==> src/rtl/dmem_arbiter.sv <==
// dmem_arbiter: shares the single-ported data memory between the CPU (port 0)
// and the pattern-matcher memory master (port 1). CPU has priority; a wait
// counter forces a port 1 grant after MAX_WAIT consecutive denied cycles.
module dmem_arbiter #(
   parameter int unsigned MAX_WAIT  = 4,
   parameter logic [31:0] MEM_LIMIT = 32'h0004_0000
) (
   input  logic        clk,
   input  logic        reset,
   // port 0 (CPU)
   input  logic        req0,
   input  logic [31:0] addr0,
   input  logic [31:0] wdata0,
   input  logic [3:0]  we0,
   output logic        gnt0,
   output logic [31:0] rdata0,
   output logic        rvalid0,
   output logic        err0,
   // port 1 (peripheral)
   input  logic        req1,
   input  logic [31:0] addr1,
   input  logic [31:0] wdata1,
   input  logic [3:0]  we1,
   output logic        gnt1,
   output logic [31:0] rdata1,
   output logic        rvalid1,
   output logic        err1,
   // dmem side
   output logic [31:0] daddr,
   output logic [31:0] dwdata,
   output logic [3:0]  dwe,
   input  logic [31:0] drdata
);

   localparam int unsigned CNT_W  = 4;
   localparam int unsigned DATA_W = 32;

   // Last cycle's owner; routes the response pulse and error flag.
   typedef enum logic [1:0] {
      IDLE = 2'd0,
      OWN0 = 2'd1,
      OWN1 = 2'd2
   } state_e;

   state_e             state_q, state_d;
   logic [CNT_W-1:0]   wait_q, wait_d;
   logic               err_q, err_d;
   logic [DATA_W-1:0]  rdata0_q, rdata0_d;
   logic [DATA_W-1:0]  rdata1_q, rdata1_d;
   logic               sel_err;

   // State, starvation counter, error flag and per-port read data registers.
   always_ff @(posedge clk or negedge reset) begin
      if (!reset) begin
         state_q  <= IDLE;
         wait_q   <= '0;
         err_q    <= 1'b0;
         rdata0_q <= '0;
         rdata1_q <= '0;
      end else begin
         state_q  <= state_d;
         wait_q   <= wait_d;
         err_q    <= err_d;
         rdata0_q <= rdata0_d;
         rdata1_q <= rdata1_d;
      end
   end

   // Grant selection, dmem mux, next owner, wait counter and read capture.
   always_comb begin
      gnt0     = 1'b0;
      gnt1     = 1'b0;
      daddr    = '0;
      dwdata   = '0;
      dwe      = '0;
      sel_err  = 1'b0;
      state_d  = IDLE;
      wait_d   = '0;
      err_d    = 1'b0;
      rdata0_d = rdata0_q;
      rdata1_d = rdata1_q;

      if (req1 && ((wait_q == CNT_W'(MAX_WAIT)) || !req0)) begin
         gnt1 = 1'b1;
      end else if (req0) begin
         gnt0 = 1'b1;
      end

      // Out-of-range accesses are still granted but can never write.
      if (gnt0) begin
         sel_err  = (addr0 >= MEM_LIMIT);
         daddr    = {addr0[31:2], 2'b00};
         dwdata   = wdata0;
         dwe      = sel_err ? 4'b0000 : we0;
         state_d  = OWN0;
         rdata0_d = sel_err ? '0 : drdata;
      end else if (gnt1) begin
         sel_err  = (addr1 >= MEM_LIMIT);
         daddr    = {addr1[31:2], 2'b00};
         dwdata   = wdata1;
         dwe      = sel_err ? 4'b0000 : we1;
         state_d  = OWN1;
         rdata1_d = sel_err ? '0 : drdata;
      end
      err_d = sel_err;

      // Count consecutive denied cycles of a pending port 1 request.
      if (req1 && !gnt1) begin
         wait_d = (wait_q >= CNT_W'(MAX_WAIT)) ? wait_q : wait_q + CNT_W'(1);
      end

      // No grant and no write strobe may escape while reset is held.
      if (!reset) begin
         gnt0 = 1'b0;
         gnt1 = 1'b0;
         dwe  = 4'b0000;
      end
   end

   assign rvalid0 = (state_q == OWN0);
   assign rvalid1 = (state_q == OWN1);
   assign err0    = rvalid0 & err_q;
   assign err1    = rvalid1 & err_q;
   assign rdata0  = rdata0_q;
   assign rdata1  = rdata1_q;

endmodule

==> config.mk <==
export PLATFORM = sky130hd
export DESIGN_NAME = dmem_arbiter
export DESIGN_NICKNAME = d
export VERILOG_FILES = /design/src/rtl/dmem_arbiter.sv
export SDC_FILE = /design/constraint.sdc
export NUM_CORES = 1
export LEC_CHECK = 0
export CAP_MARGIN = 15
export CELL_PAD_IN_SITES_DETAIL_PLACEMENT = 1
export CELL_PAD_IN_SITES_GLOBAL_PLACEMENT = 2
export CORE_MARGIN = 4
export CORE_UTILIZATION = 16
export CTS_CLUSTER_SIZE = 8
export DETAILED_ROUTE_END_ITERATION = 6
export GPL_TIMING_DRIVEN = 0
export PLACE_DENSITY = 0.89
export SLEW_MARGIN = 25
export SYNTH_ARGS = -nofsm -noshare
export SYNTH_HDL_FRONTEND = slang
export SYNTH_SLANG_ARGS = --single-unit
==> constraint.sdc <==
create_clock -name clk -period 2.45 [get_ports clk]
set_input_delay 0.49 -clock clk [delete_from_list [all_inputs] [get_ports clk]]
set_output_delay 0.49 -clock clk [all_outputs]
set_load 0.005 [all_outputs]
======== After elaboration in Yosys (flattened, before gate mapping) ========
Cells that the tools add are included.
storage, ports and cells
  flip-flop bits (word level) ............. 71
  word-level logic and storage cells ...... 44
  input bits .............................. 172
  output and inout bits ................... 138
cells by class
  equality and inequality tests ........... 4
  bitwise logic cells ..................... 3
  multiplexer cells ....................... 22
  $lt $le $gt $ge ......................... 3
  reductions and logical operators ........ 6
  add/sub/neg operators ................... 1
operators by type and width
  cell                                                                 count
  two-way mux 32 bit                                                   6
  greater-or-equal comparator 32 x 19 -> 1 bit, second input constant  2
  two-way mux 4 bit                                                    7
  two-way mux 1 bit                                                    7
  adder 4 x 1 -> 4 bit, second input constant                          1
  equality test 4 x 3 -> 1 bit, second input constant                  1
  greater-or-equal comparator 4 x 3 -> 1 bit, second input constant    1
  two-way mux 2 bit                                                    2
  AND 1 bit                                                            2
  equality test 2 x 1 -> 1 bit, second input constant                  1
  equality test 2 bit, second input constant                           1
  logical AND 1 bit                                                    2
  zero test 1 bit                                                      2
  inequality test 2 bit, second input constant                         1
  AND reduction 2 bit                                                  1
  logical OR 1 bit                                                     1
  inverter 1 bit                                                       1

======== Longest topological paths before layout ========
Gate-level depths: netlist of the first run.
  depth in word-level cells ............... 7
  gate-level depth with buffers ........... 10
  gate-level depth less buffers ........... 7

======== Least setup slack after synthesis of the first run ========
OpenSTA, ideal clock, no wires.
  path type ............................... register to output
  start point ............................. register wait_q[0]
  end point ............................... output port daddr[10]
  buffers on the path ..................... 3
  cell stages (with the launch flop) ...... 11
  arrival ................................. 1,500 ps
  setup slack ............................. 460 ps
  required time ........................... 1,960 ps
  cells stage by stage .................... dfrtp_1 -> inv_1 -> ha_1 -> nand4b_1 -> o21a_1 -> buf_4 -> inv_2 -> buf_2 -> buf_2 -> nand2_1 -> nand2_1
between the ends
  word-level cells in the longest chain between the ends .. 6
  elaborated cells on any way between the ends .. 7
  classes of those cells .................. 1 x eq/ne; 4 x mux; 2 x reduce/logical
ends and longest elaborated chain
  item                              line  source
  start: declaration                46    logic [CNT_W-1:0] wait_q, wait_d;
  start signal: assignment          62    wait_q <= wait_d;
  equality test 4 x 3 -> 1 bit (*)  83    if (req1 && ((wait_q == CNT_W'(MAX_WAIT)) || !req0)) begin
  logical OR 1 bit (*)              83
  logical AND 1 bit (*)             83
  two-way mux 1 bit                 83
  two-way mux 32 bit                97    end else if (gnt1) begin
  two-way mux 32 bit (*)            90    if (gnt0) begin
  end: declaration                  29    output logic [31:0] daddr,
Every way passes the cells marked *; elsewhere a longest branch is shown, timed or not.

======== Worst setup path after layout of the first run ========
  start point ............................. input port addr1[21]
  end point ............................... output port dwe[3]
between the ends
  word-level cells in the longest chain between the ends .. 5
ends and longest elaborated chain
  item                                          line  source
  start: declaration                            21    input logic [31:0] addr1,
  greater-or-equal comparator 32 x 19 -> 1 bit  98    sel_err = (addr1 >= MEM_LIMIT);
  two-way mux 4 bit                             101   dwe = sel_err ? 4'b0000 : we1;
  two-way mux 4 bit                             97
  two-way mux 4 bit                             90
  two-way mux 4 bit                             113   if (!reset) begin
  end: declaration                              31    output logic [3:0] dwe,
Every way passes these cells.

==> metrics.yaml, run 1 <==
worstPathRequired_ns: 1.96
finalPower_mw: 3.27
r2r_setup_slack_ns: 0.45
critical-path-max-stage-delay_ns: 0.49
dpl.hpwl_um: 16500
critPathTopFamily: "buffers and inverters"
path_cells: "clkdlybuf4s50_1 -> nor4_4 -> and4_4 -> buf_4 -> o22ai_1 -> nor3b_2 -> buf_2"
grt.total_usage_pct: 15.7
utilization_pct: 35.6
slew_viol_final: 0
dp_slack_ns: -1.28
period_share_pct: 106
drcViolationCount: 0
wirelength_um: 20900
period_minus_slack_ns: 2.59
synthToLayoutAreaGrowth_pct: 119
diodes: 0
final_cell_area_um2: 8040
die_x_um: 159
cts_tree: "done"
clk_latency_ns: 0.33
worst_pin_slew_ns: 0.586
dpl_cell_area_um2: 7090
nets: 943
critPathBufInv: 3
path_class: "primary input to output port"
yosys-top-cells-area: "dfrtp_1 (48%), a22o_1 (15%), nand2_1 (13%)"
r2r-end: "rdata0[9]"
hold_class: "primary input to async pin"
place.gp.congestion: 0.770
endpoint_kind: "output port"
syn_area_um2: 3670
core-area_um2: 22600
htree_levels: 3
drt_iter0_drc: 198
grt_max_degree: 52
ir_worst_vdd_uv: 287
reg2reg_from: "wait_q[1]"
crit_slowest_cell: "clkdlybuf4s50_1"
root_buffer: "clkbuf_16"
antenna_found_initial: 0
row_count: 55
synth_top_area_share_pct: 48.4
hold_viol_final: 0
via_per_inst: 4.36
timing.slew.headroom_pct: 61.0
numCtsBuffers: 9
holdBufCountCts: 0
drt_pre_antenna_iters: 4
grt_setup_unrepaired: "yes"
max_clock_freq_ghz: 0.386
num_vias: 4617
grt_pass1_vias: 5023
synth_top_area_cell: "dfrtp_1"
drive_above_1_share_pct: 27.5
setup_viol: 29
cp-start-kind: "primary input"
synth_cell_type_count: 30
io_pins: 310
syn_avg_cell_area_um2: 8.89
wl_per_cell_um: 19.7
r2r_cells: 11
cp.arrival_ns: 2.10
grt_pass1_wl_um: 31100
clk_pin_slew_ns: 0.06
start_util_pct: 16.3
port_buffers: 303
synthCells: 413
dieHeight_um: 159
power.leakage_nw: 3.77
powerDensity_nw_per_um2: 406
dieArea_um2: 25400
fin_worst_skew_ns: 0.00785
ys.warnings.count: 0
overflow: 0
status: "complete, but fails checks"
cts_sinks: 71
synth-seq-area-share_pct: 48.4
cts_buffer_depth: 2
maxCapViolCount: 0
violations: "negative setup slack"
cp_max_fo: 3
setup_tns_ns: -1.11
setup_ws_ns: -0.141
postRouteAntennaNets: 0
ys_ff_latch: 71
synthesized netlist by cell type, drive strengths merged:
library cell / instances
nand4b: 1
a21o: 1
conb: 1
nor3b: 1
nand2: 127
a21oi: 2
inv: 6
a21boi: 3
ha: 2
dfrtp: 71
o21a: 1
and3: 2
a22o: 64
and2: 5
and4: 2
clkbuf: 23
o21ai: 1
nand3: 68
a22oi: 2
nor2: 5
buf: 15
o22ai: 1
nor4: 6
nor3: 1
nor2b: 2
stage by stage:
stage | hold WS, ns | cells
floorplan | 0.194 | 414
global placement | 0.487 | 1002
detailed placement | 0.445 | 1003
CTS | 0.0799 | 1054
global route | 0.104 | 1059
finish | 0.0876 | 1059
cells by family (layout without fill, tap and decap cells):
kind of cell    count (synthesis)  in the layout  share of synthesized area (%)
compound gates                 75             75                           17.3
fa+ha+maj                       2              2                          0.682
buf+inv                        44            404                           6.71
flops                          71             71                           48.4
other cells                     1              2                          0.102
simple gates                  220            220                           26.8
worst max path at each step:
stage              start   endpoint  slack (ns)  depth (start not counted)
3_5_place_dp        req0  daddr[26]       -1.28                          6
4_1_cts        wait_q[0]     dwe[3]       -0.17                         12
5_1_grt        addr1[21]     dwe[3]       -0.25                          7
2_1_floorplan  wait_q[0]  daddr[10]        0.46                         10
3_3_place_gp       reset       gnt0       -2.45                          3
6_report       addr1[21]     dwe[3]       -0.14                          7
layer usage:
layer | wire, um | vias up | track usage, %
met2 | 10500 | 228 | 28.2
met5 | 0 | - | 0
met3 | 1800 | 10 | 5.25
li1 | - | 2163 | -
met1 | 8340 | 2216 | 18.1
met4 | 193 | 0 | 3.43
area by class of cell:
type                    instances  area, um^2
inverters                       6        37.5
multi-input cells             299        1870
clock buffers                  12         256
clock inverters                 4        52.6
repair buffers                346        3270
well taps                     285         357
fillers                      2626       14500
flip-flops and latches         71        1780
plain buffers                  36         425
power by group:
group	leakage, nW	internal (mW)	total [mW]	switching (mW)
Sequential	0.985	1.18	1.18	0.00224
Combinational	2.64	0.446	0.761	0.315
Clock	0.153	0.847	1.33	0.482
repair_timing:
action | CTS | global route
setup buffers | 31 | 8
endpoints found under the setup margin | 98 | 68
cloned | 4 | 0
resized for setup | 395 | 39
pin swaps | 15 | 10
placed cells by master (no fill, tap or decap), types with 5 or more instances in the layout:
cell             instances
clkbuf_8                 6
nand3_1                 65
buf_6                   29
buf_4                   26
buf_2                   50
a22o_1                  64
dfrtp_1                 71
clkbuf_1                 8
buf_8                    7
nand2_2                 39
clkbuf_16               15
nand2_1                 85
clkdlybuf4s15_2          5
buf_12                   5
nor2_1                   5
clkdlybuf4s50_1        227
dlygate4sd2_1            8
flip-flops by register name, indices dropped and copies added, names as in the netlist:
register and count:
err_q 1, state_q 2, wait_q 4, rdata1 32, rdata0 32
(Power assumes the default switching activity.)
==> run 2: changes to the inputs <==
--- a/config.mk
+++ b/config.mk
@@ -14,4 +14,5 @@
 export DETAILED_ROUTE_END_ITERATION = 6
 export GPL_TIMING_DRIVEN = 0
+export MAX_ROUTING_LAYER = met4
 export PLACE_DENSITY = 0.89
 export SLEW_MARGIN = 25
==> constraint.sdc (replaced) <==
create_clock -name clk -period 2.45 [get_ports clk]
set_input_delay 0.245 -clock clk [delete_from_list [all_inputs] [get_ports clk]]
set_output_delay 0.245 -clock clk [all_outputs]
set_load 0.005 [all_outputs]
==> run 2 against run 1 <==
  * The run now ends clean
  * Final area shrank 4.7%
  * Count of clock-buffer cells in the layout unchanged
  * Flip-flop and latch count is the same
  * Clock power hardly changed
  * Critical endpoint is now daddr[22]
  * Largest cell class unchanged
  * Highest routed layer unchanged
==> metrics.yaml, run 2 (same netlist as run 1, synthesis figures left out) <==
r2r_cells: 12  # +1
cp.arrival_ns: 2.10  # about the same
max_clock_freq_ghz: 0.427  # +11%
swShare_pct: 23.8  # -0.63 points
row_count: 55  # unchanged
fin_worst_skew_ns: 0.00785  # +0.00000122 ns
postRouteAntennaNets: 0  # unchanged
dpl.hpwl_um: 16500  # unchanged
grt.total_usage_pct: 15.7  # +0.016 points
path_class: "flop to output port"
via_per_inst: 4.34  # -0.50%
cts_tree: "done"
dp_slack_ns: -0.791  # +0.490 ns
grt_setup_unrepaired: "yes"
period_minus_slack_ns: 2.34  # -0.251 ns
final_cell_mix: "clkdlybuf4s50_1 (235), nand2_1 (123), dfrtp_1 (71)"
fin_cells: 1036  # -2.2%
antenna_found_initial: 0  # unchanged
cts_buffer_depth: 2  # unchanged
ir_worst_vdd_uv: 285  # -0.69%
r2r_setup_slack_ns: 0.42  # -0.03 ns
reg2reg_from: "wait_q[1]"
cp_max_fo: 7  # +4
final_common_cell: "clkdlybuf4s50_1"
place.gp.congestion: 0.781  # +1.4%
overflow: 0  # unchanged
drive_above_1_share_pct: 11.9  # -16 points
p_sw_mw: 0.765  # -4.2%
drt_pre_antenna_iters: 4  # unchanged
seqPwrFrac_pct: 36.7  # +0.6 points
io_pins: 310  # unchanged
drt_iter0_drc: 212  # +7.1%
grt_pass1_wl_um: 30200  # -3.0%
power.leakage_nw: 3.71  # -1.7%
setup_ws_ns: 0.110  # +0.251 ns
slew_viol_final: 0  # unchanged
powerDensity_nw_per_um2: 419  # +3.1%
hold_class: "primary input to async pin"
timing.slew.headroom_pct: 62.1  # +1.1 points
fillers: 2653  # +1.0%
root_buffer: "clkbuf_16"
dp.cells: 1003  # unchanged
numCtsBuffers: 9  # unchanged
clk_latency_ns: 0.33  # about the same
wl_per_cell_um: 19.7  # -0.22%
endpoint_kind: "output port"
dieArea_um2: 25400  # unchanged
period_share_pct: 95.5  # -10 points
die_x_um: 159  # unchanged
start_util_pct: 16.3  # unchanged
htree_levels: 3  # unchanged
internal-power_mw: 2.45  # -0.87%
setup_viol: 0  # -100%
cts_sinks: 71  # unchanged
worstPathRequired_ns: 2.20  # +0.24 ns
diodes: 0  # unchanged
clk_pin_slew_ns: 0.06  # about the same
grt_max_degree: 52  # unchanged
combPwrFrac_pct: 22.1  # -1.2 points
core-area_um2: 22600  # unchanged
dieHeight_um: 159  # unchanged
num_vias: 4494  # -2.7%
worst_pin_slew_ns: 0.568  # -0.0172 ns
pwr-share-clk_pct: 41.2  # +0.6 points
drcViolationCount: 0  # unchanged
hold_viol_final: 0  # unchanged
nets: 920  # -2.4%
synthToLayoutAreaGrowth_pct: 109
maxCapViolCount: 0  # unchanged
grt_pass1_vias: 5001  # -0.44%
wirelength_um: 20400  # -2.4%
r2r-end: "rdata1[8]"
status: "complete, no violations"
port_buffers: 303  # unchanged
cp-start-kind: "flop"
-- run 2: stage by stage --
step           cell area (um^2)  util [%]  hold slack, ns  power [mW]  setup TNS, ns
5_1_grt                    7670      34.0           0.413        3.38       -0.00327
2_1_floorplan              3670         -         -0.0506        1.36              0
4_1_cts                    7620      33.8           0.375        3.28          -1.09
3_3_place_gp               7060      31.3           0.487        1.90        -149.20
3_5_place_dp               7090      31.4           0.200        1.91         -37.67
6_report                   7670      34.0           0.382        3.21              0
-- run 2: layout make-up --
cell class | instances | area, um^2 | area share, %
inverters | 6 | 37.5 | 0.490
multi-input cells | 299 | 1680 | 22.0
clock buffers | 12 | 256 | 3.35
repair buffers | 322 | 3170 | 41.4
plain buffers | 37 | 330 | 4.31
flip-flops and latches | 71 | 1780 | 23.2
well taps | 285 | 357 | 4.65
clock inverters | 4 | 52.6 | 0.685
-- run 2: worst max path at each step --
stage | from | to | slack [ns] | cells after the start
3_5_place_dp | req0 | daddr[26] | -0.79 | 6
4_1_cts | wait_q[0] | dwdata[16] | -0.14 | 10
3_3_place_gp | reset | gnt0 | -1.96 | 3
2_1_floorplan | wait_q[0] | daddr[10] | 0.71 | 10
6_report | wait_q[1] | daddr[22] | 0.11 | 12
5_1_grt | wait_q[1] | dwe[3] | -0.003 | 11
-- run 2: worst max-delay path: stages, from the launching register on --
cell and delay [ns]:
dfrtp_1 0.35, inv_1 0.05, ha_2 0.19, nand4b_1 0.13, o21a_1 0.15, buf_6 0.12, clkinv_8 0.07, buf_4 0.14
buf_12 0.11, clkbuf_16 0.14, nand2_1 0.06, nand2_1 0.05, clkdlybuf4s15_1 0.20
-- run 2: power by group through the flow --
stage / Sequential (mW) / Combinational [mW] / Clock, mW
floorplan: 1.20 / 0.154 / 0
global placement: 1.20 / 0.703 / 0
detailed placement: 1.20 / 0.711 / 0
CTS: 1.18 / 0.723 / 1.37
global route: 1.18 / 0.775 / 1.42
finish: 1.18 / 0.711 / 1.32
-- run 2: routing by layer --
| metal | track usage, % | part of all wire [%] | wire length (um) |
|---|---|---|---|
| met5 | - | 0 | 0 |
| met4 | 3.75 | 1.1 | 214 |
| met3 | 4.09 | 7.1 | 1440 |
| met2 | 27.0 | 50 | 10200 |
| met1 | 18.4 | 42 | 8530 |
-- run 2: repair_timing --
action | CTS | global route
buffers inserted | 12 | 3
cloned | 1 | 1
setup endpoints to repair | 68 | 31
resized for setup | 139 | 33
pin swaps | 1 | 3
endpoints found under the hold margin | 25 | 0
hold buffers | 1 | 0
==> RTL edit 1 (flow settings as in run 1) <==
The localparam `CNT_W` goes from 4 to 3.
--- a/src/rtl/dmem_arbiter.sv
+++ b/src/rtl/dmem_arbiter.sv
@@ -33,5 +33,5 @@
 );
 
-   localparam int unsigned CNT_W  = 4;
+   localparam int unsigned CNT_W  = 3;
    localparam int unsigned DATA_W = 32;
 
Behaviour: no difference found for any inputs over 4 cycles, from zero or initial values and one cycle with reset low; that may be too few to reach the edited logic, so the function may still have changed.
==> RTL edit 1 against run 1 <==
First-iteration DRC count decreased by 47%; power down 1.2%; combinational power decreased by 4.6%; routed wire length down 14%; cell area decreased by 7.9%; global-route usage shrank 1.4 points; the run still ends with negative setup slack left; via count is 15% lower; critical endpoint is now daddr[5]; sequential cell count decreased by 1; synthesized area is 7.6% lower; worst setup slack gained 0.093 ns; count of clock-buffer cells in the layout decreased by 3.
==> RTL edit 1: results (changes against run 1) <==
metric	value	unit	change
cpPeakStageDelay	0.38	ns	was 0.49 ns
antenna_found_initial	0		unchanged
tightest_slew	0.654	ns	was 0.586 ns
grt-ovfl-total	0		unchanged
vias	3930		was 4,617
cts.path.max_buffers	2		unchanged
grt_pass1_vias	4435		was 5,023
layout-drive-gt1-share	25.4	%	was 27.5%
cp_data_arrival_time	2.01	ns	was 2.10 ns
port-buffer-count	303		unchanged
yosysUniqueCellTypes	31		was 30
synthArstFlopShare	100	%	unchanged
violations	negative setup slack		unchanged
syn-cell-area	3390	µm²	was 3670 µm²
critPathSlowestCell	dfrtp_1		was clkdlybuf4s50_1
hold_class	in -> async		unchanged
p_leak	3.35	nW	was 3.77 nW
clock_skew	0.00490	ns	was 0.00785 ns
gp_congestion	0.792		was 0.770
grt_use_total	14.3	%	was 15.7%
dp_hpwl	14300	µm	was 16,500 µm
clk_pin_slew	0.06	ns	about the same
cts_made_buffers	9		unchanged
ys_warn_count	0		unchanged
clock_latency	0.33	ns	about the same
critPathKind	reg -> out		was in -> out
cts_root_buf	clkbuf_16		unchanged
fin_nets	795		was 943
synth-seq-area-share	51.6	%	was 48.4%
setup_ws	-0.0487	ns	was -0.141 ns
grt_pass1_wl	26200	µm	was 31,100 µm
drt-initial-drc-count	105		was 198
synth_area_leaders	dfrtp_1 52%, a22o_1 33%, buf_6 2.3%		was dfrtp_1 48%, a22o_1 15%, nand2_1 13%
drtPass1Iterations	4		unchanged
r2r_end	rdata1[26]$_DFFE_PN0P_		was rdata0[9]$_DFFE_PN0P_
rrSetupSlack	0.37	ns	was 0.45 ns
h-tree-depth	3		unchanged
drt-total-wl	18000	µm	was 20,900 µm
status	finished, violations left		unchanged
n_antenna_cell	0		unchanged
r2r-start	wait_q[0]$_DFFE_PN0P_		was wait_q[1]$_DFFE_PN0P_
setup_viol	19		was 29
path_max_fanout	5		was 3
grt_max_degree	49		was 52
crit_end	daddr[5]		was dwe[3]
ir_drop	0.287	mV	about the same
worst-r2r-cell-count	10		was 11
pre_cts_ws	-0.838	ns	was -1.28 ns
tns	-0.381	ns	was -1.11 ns
synth_common_cells	126 x a22o_1, 70 x dfrtp_1, 8 x buf_2, 8 x buf_4, 8 x clkbuf_1		was 126 x nand2_1, 71 x dfrtp_1, 68 x nand3_1
==> RTL edit 1: cell count changes after synthesis, sizes merged, moves of 3 or more <==
cell,run 1,this run
a22o,64,126
buf,15,23
clkbuf,23,8
inv,6,3
nand2,127,3
nand3,68,7
nor2,5,2
==> RTL edit 1: layout make-up <==
type / count / area [µm²]
fill: 2369 / 13500
timing repair buffer: 334 / 3140
sequential: 70 / 1750
multi-input combinational: 174 / 1530
tap: 275 / 344
buffer: 28 / 299
clock buffer: 9 / 225
clock inverter: 7 / 81.3
inverter: 4 / 32.5
==> RTL edit 1: through the flow <==
stage          instances  util [%]  instance area (µm²)
2_1_floorplan        279         -                 3400
3_3_place_gp         857      32.3                 6770
3_5_place_dp         858      32.4                 6800
4_1_cts              896      34.6                 7240
5_1_grt              901      35.3                 7410
6_report             901      35.3                 7410
==> RTL edit 1: cells by family after synthesis <==
kind of cell	count (synthesis)	synth area share, %
adders and majority gates	2	0.737
muxes	1	0.295
other	1	0.111
and+or+nand+nor	35	6.31
DFF	70	51.6
AOI/OAI and AO/OA	134	34.2
buffers and inverters	35	6.75
==> RTL edit 1: repair_timing <==
action / in CTS / in global routing
buffers inserted: 20 / 6
cloned: 2 / 2
resized for setup: 309 / 61
pin swaps: 24 / 25
setup endpoints to repair: 67 / 64
==> RTL edit 1: how the worst min path moves through the flow <==
stage | end | start | depth (start not counted) | slack, ns
floorplan | err_q$_DFF_PN0_ | reset | 0 | 0.19
global placement | rdata1[11]$_DFFE_PN0P_ | rdata1[11]$_DFFE_PN0P_ | 1 | 0.49
detailed placement | rdata0[15]$_DFFE_PN0P_ | reset | 1 | 0.44
CTS | rdata0[15]$_DFFE_PN0P_ | reset | 1 | 0.08
global route | rdata1[18]$_DFFE_PN0P_ | reset | 1 | 0.11
finish | rdata0[15]$_DFFE_PN0P_ | reset | 1 | 0.08
==> RTL edit 1: routing by layer <==
metal	vias to the layer above	track usage [%]	routed length, µm
met5	-	0	0
met1	1916	14.7	6330
met4	0	3.28	271
met3	17	5.52	1710
met2	200	27.2	9700
li1	1797	-	-
==> RTL edit 1: worst max-delay path, delay by kind of cell, from the launching register on <==
kind / cells / cell delay [ns]
AOI/OAI and AO/OA: 2 / 0.34
buffers and inverters: 7 / 0.74
adders and majority gates: 1 / 0.16
DFF: 1 / 0.38
and+or+nand+nor: 1 / 0.05
==> RTL edit 1: power breakdown <==
part           internal, W  switching, W  leakage (nW)  total, W
logic             0.000451      0.000275          2.24  0.000726
registers          0.00116    0.00000245         0.971   0.00116
clock network     0.000802      0.000539         0.141   0.00134
==> RTL edit 2 (settings of run 1) <==
Made on the original files. `rdata0_q` no longer has a reset.
--- a/src/rtl/dmem_arbiter.sv
+++ b/src/rtl/dmem_arbiter.sv
@@ -56,5 +56,4 @@
          wait_q   <= '0;
          err_q    <= 1'b0;
-         rdata0_q <= '0;
          rdata1_q <= '0;
       end else begin
@@ -62,7 +61,10 @@
          wait_q   <= wait_d;
          err_q    <= err_d;
-         rdata0_q <= rdata0_d;
          rdata1_q <= rdata1_d;
       end
+   end
+
+   always_ff @(posedge clk) begin
+      rdata0_q <= rdata0_d;
    end
 
Formal check against the unedited RTL: not equivalent (Yosys sat finds a counterexample within 4 cycles, from zero or initial values and one cycle with reset low).
==> RTL edit 2 against run 1 <==
Sequential power is 8% higher; power is 2.2% higher; count of clock-buffer cells in the layout is 3 lower; first-iteration DRC count is 40% lower; cell area is 4.7% higher; hold slack better by 0.074 ns; synthesized area is 1.4% higher; clock skew is 0.0036 ns lower; routed wire length is 0.87% lower; the flow still finishes with violations (negative setup slack); sequential cell count stayed put; die area is 1.3% higher; non-clock buffer count is 10 higher; worst setup slack worse by 0.034 ns.
==> RTL edit 2: results (changes against run 1) <==
metric	value	unit	change
dp.cells	1028		was 1,003
clk_pin_slew	0.06	ns	about the same
p_leak	3.86	nW	was 3.77 nW
worst-r2r-cell-count	7		was 11
clock_skew	0.00425	ns	was 0.00785 ns
regArea	1940	µm²	was 1780 µm²
drtPass1Iterations	4		unchanged
vias	4616		was 4,617
status	finished, violations left		unchanged
crit_path_start	addr1[21]		unchanged
grt_max_degree	46		was 52
antenna_found_initial	0		unchanged
cts_root_buf	clkbuf_16		unchanged
cts.path.max_buffers	2		unchanged
yosysUniqueCellTypes	33		was 30
grt_use_total	15.1	%	was 15.7%
drt-initial-drc-count	118		was 198
path_delay_family	buffers and inverters		unchanged
routedWlPerCell	18.8	µm	was 19.7 µm
cpPeakStageDelay	0.45	ns	was 0.49 ns
dpl_cell_area	7150	µm²	was 7090 µm²
drt-total-wl	20700	µm	was 20,900 µm
setup_viol	33		was 29
hold_class	in -> async		unchanged
setup_ws	-0.176	ns	was -0.141 ns
syn_avg_cell_area	9.06	µm²	was 8.89 µm²
synth_common_cells	127 x nand2_1, 65 x nand3_1, 39 x dfrtp_1		was 126 x nand2_1, 71 x dfrtp_1, 68 x nand3_1
h-tree-depth	3		unchanged
r2r_end	rdata0[24]$_SDFFCE_PP0P_		was rdata0[9]$_DFFE_PN0P_
synth_area_leaders	dfrtp_1 26%, edfxtp_1 26%, nand2_1 13%		was dfrtp_1 48%, a22o_1 15%, nand2_1 13%
port-buffer-count	303		unchanged
hold_slack	0.161	ns	was 0.0876 ns
critPathSlowestCell	clkdlybuf4s50_1		unchanged
r2r-start	wait_q[0]$_DFFE_PN0P_		was wait_q[1]$_DFFE_PN0P_
cp_data_arrival_time	2.14	ns	was 2.10 ns
rrSetupSlack	0.49	ns	was 0.45 ns
layout-drive-gt1-share	33.3	%	was 27.5%
clock_latency	0.33	ns	about the same
fin_nets	956		was 943
nFillCells	2596		was 2,626
synth_edf_count	32		was 0
synthArstFlopShare	54.9	%	was 100%
grt_pass1_vias	4939		was 5,023
cts_made_buffers	9		unchanged
violations	negative setup slack		unchanged
ys_warn_count	0		unchanged
synth-seq-area-share	52.0	%	was 48.4%
slew_headroom	58.7	%	was 61.0%
ir_drop	0.269	mV	was 0.287 mV
dp_hpwl	15500	µm	was 16,500 µm
grt_pass1_wl	30100	µm	was 31,100 µm
n_antenna_cell	0		unchanged
gp_congestion	0.835		was 0.770
crit_end	dwe[0]		was dwe[3]
path_max_fanout	5		was 3
==> RTL edit 2: worst register-to-register path: stages, from the launching register on <==
cell and delay (ns):
dfrtp_1 0.39, inv_2 0.08, ha_4 0.13, nand4b_1 0.11
buf_4 0.16, buf_12 0.14, nand2_4 0.11, clkinvlp_4 0.43
==> RTL edit 2: final cells by class <==
class / instances / area share, %
inverter: 9 / 0.535
clock inverter: 7 / 0.579
sequential: 71 / 23.0
timing repair buffer: 360 / 41.5
clock buffer: 9 / 2.67
timing repair inverter: 1 / 0.0891
buffer: 32 / 3.59
tap: 313 / 4.65
multi-input combinational: 298 / 23.4
==> RTL edit 2: per-layer routing <==
layer	GRT usage (%)	vias to the layer above	routed length [µm]
li1	-	2153	-
met1	17.8	2193	8120
met2	26.3	245	10300
met3	4.85	25	1850
met4	4.42	0	422
met5	0	-	0
==> RTL edit 2: per-stage QoR <==
step	setup TNS [ns]	setup slack [ns]	power (W)
floorplan	0	0.0994	0.00146
global placement	-112.23	-1.47	0.00203
detailed placement	-92.52	-1.44	0.00203
CTS	-3.77	-0.217	0.00331
global route	-8.51	-0.233	0.00351
finish	-2.75	-0.176	0.00334
==> RTL edit 2: kinds of logic after synthesis <==
group / after synthesis / synth area share, %
simple gates: 251 / 31.6
fa+ha+maj: 2 / 0.672
compound gates: 43 / 9.58
flops: 71 / 52.0
buf+inv: 43 / 6.05
other cells: 1 / 0.101
==> RTL edit 2: where the power goes <==
part	total [W]	switching [W]	leakage, nW	internal (W)
Clock	0.00119	0.000507	0.125	0.000684
Combinational	0.000877	0.000350	2.86	0.000526
Sequential	0.00127	0.00000773	0.871	0.00127
==> RTL edit 2: timing repair <==
item                       CTS  global route
gates cloned                 5             1
setup buffers               39            16
setup endpoints to repair  131            67
pin swaps                   27            33
hold buffers                 0             0
resized for setup          407           107
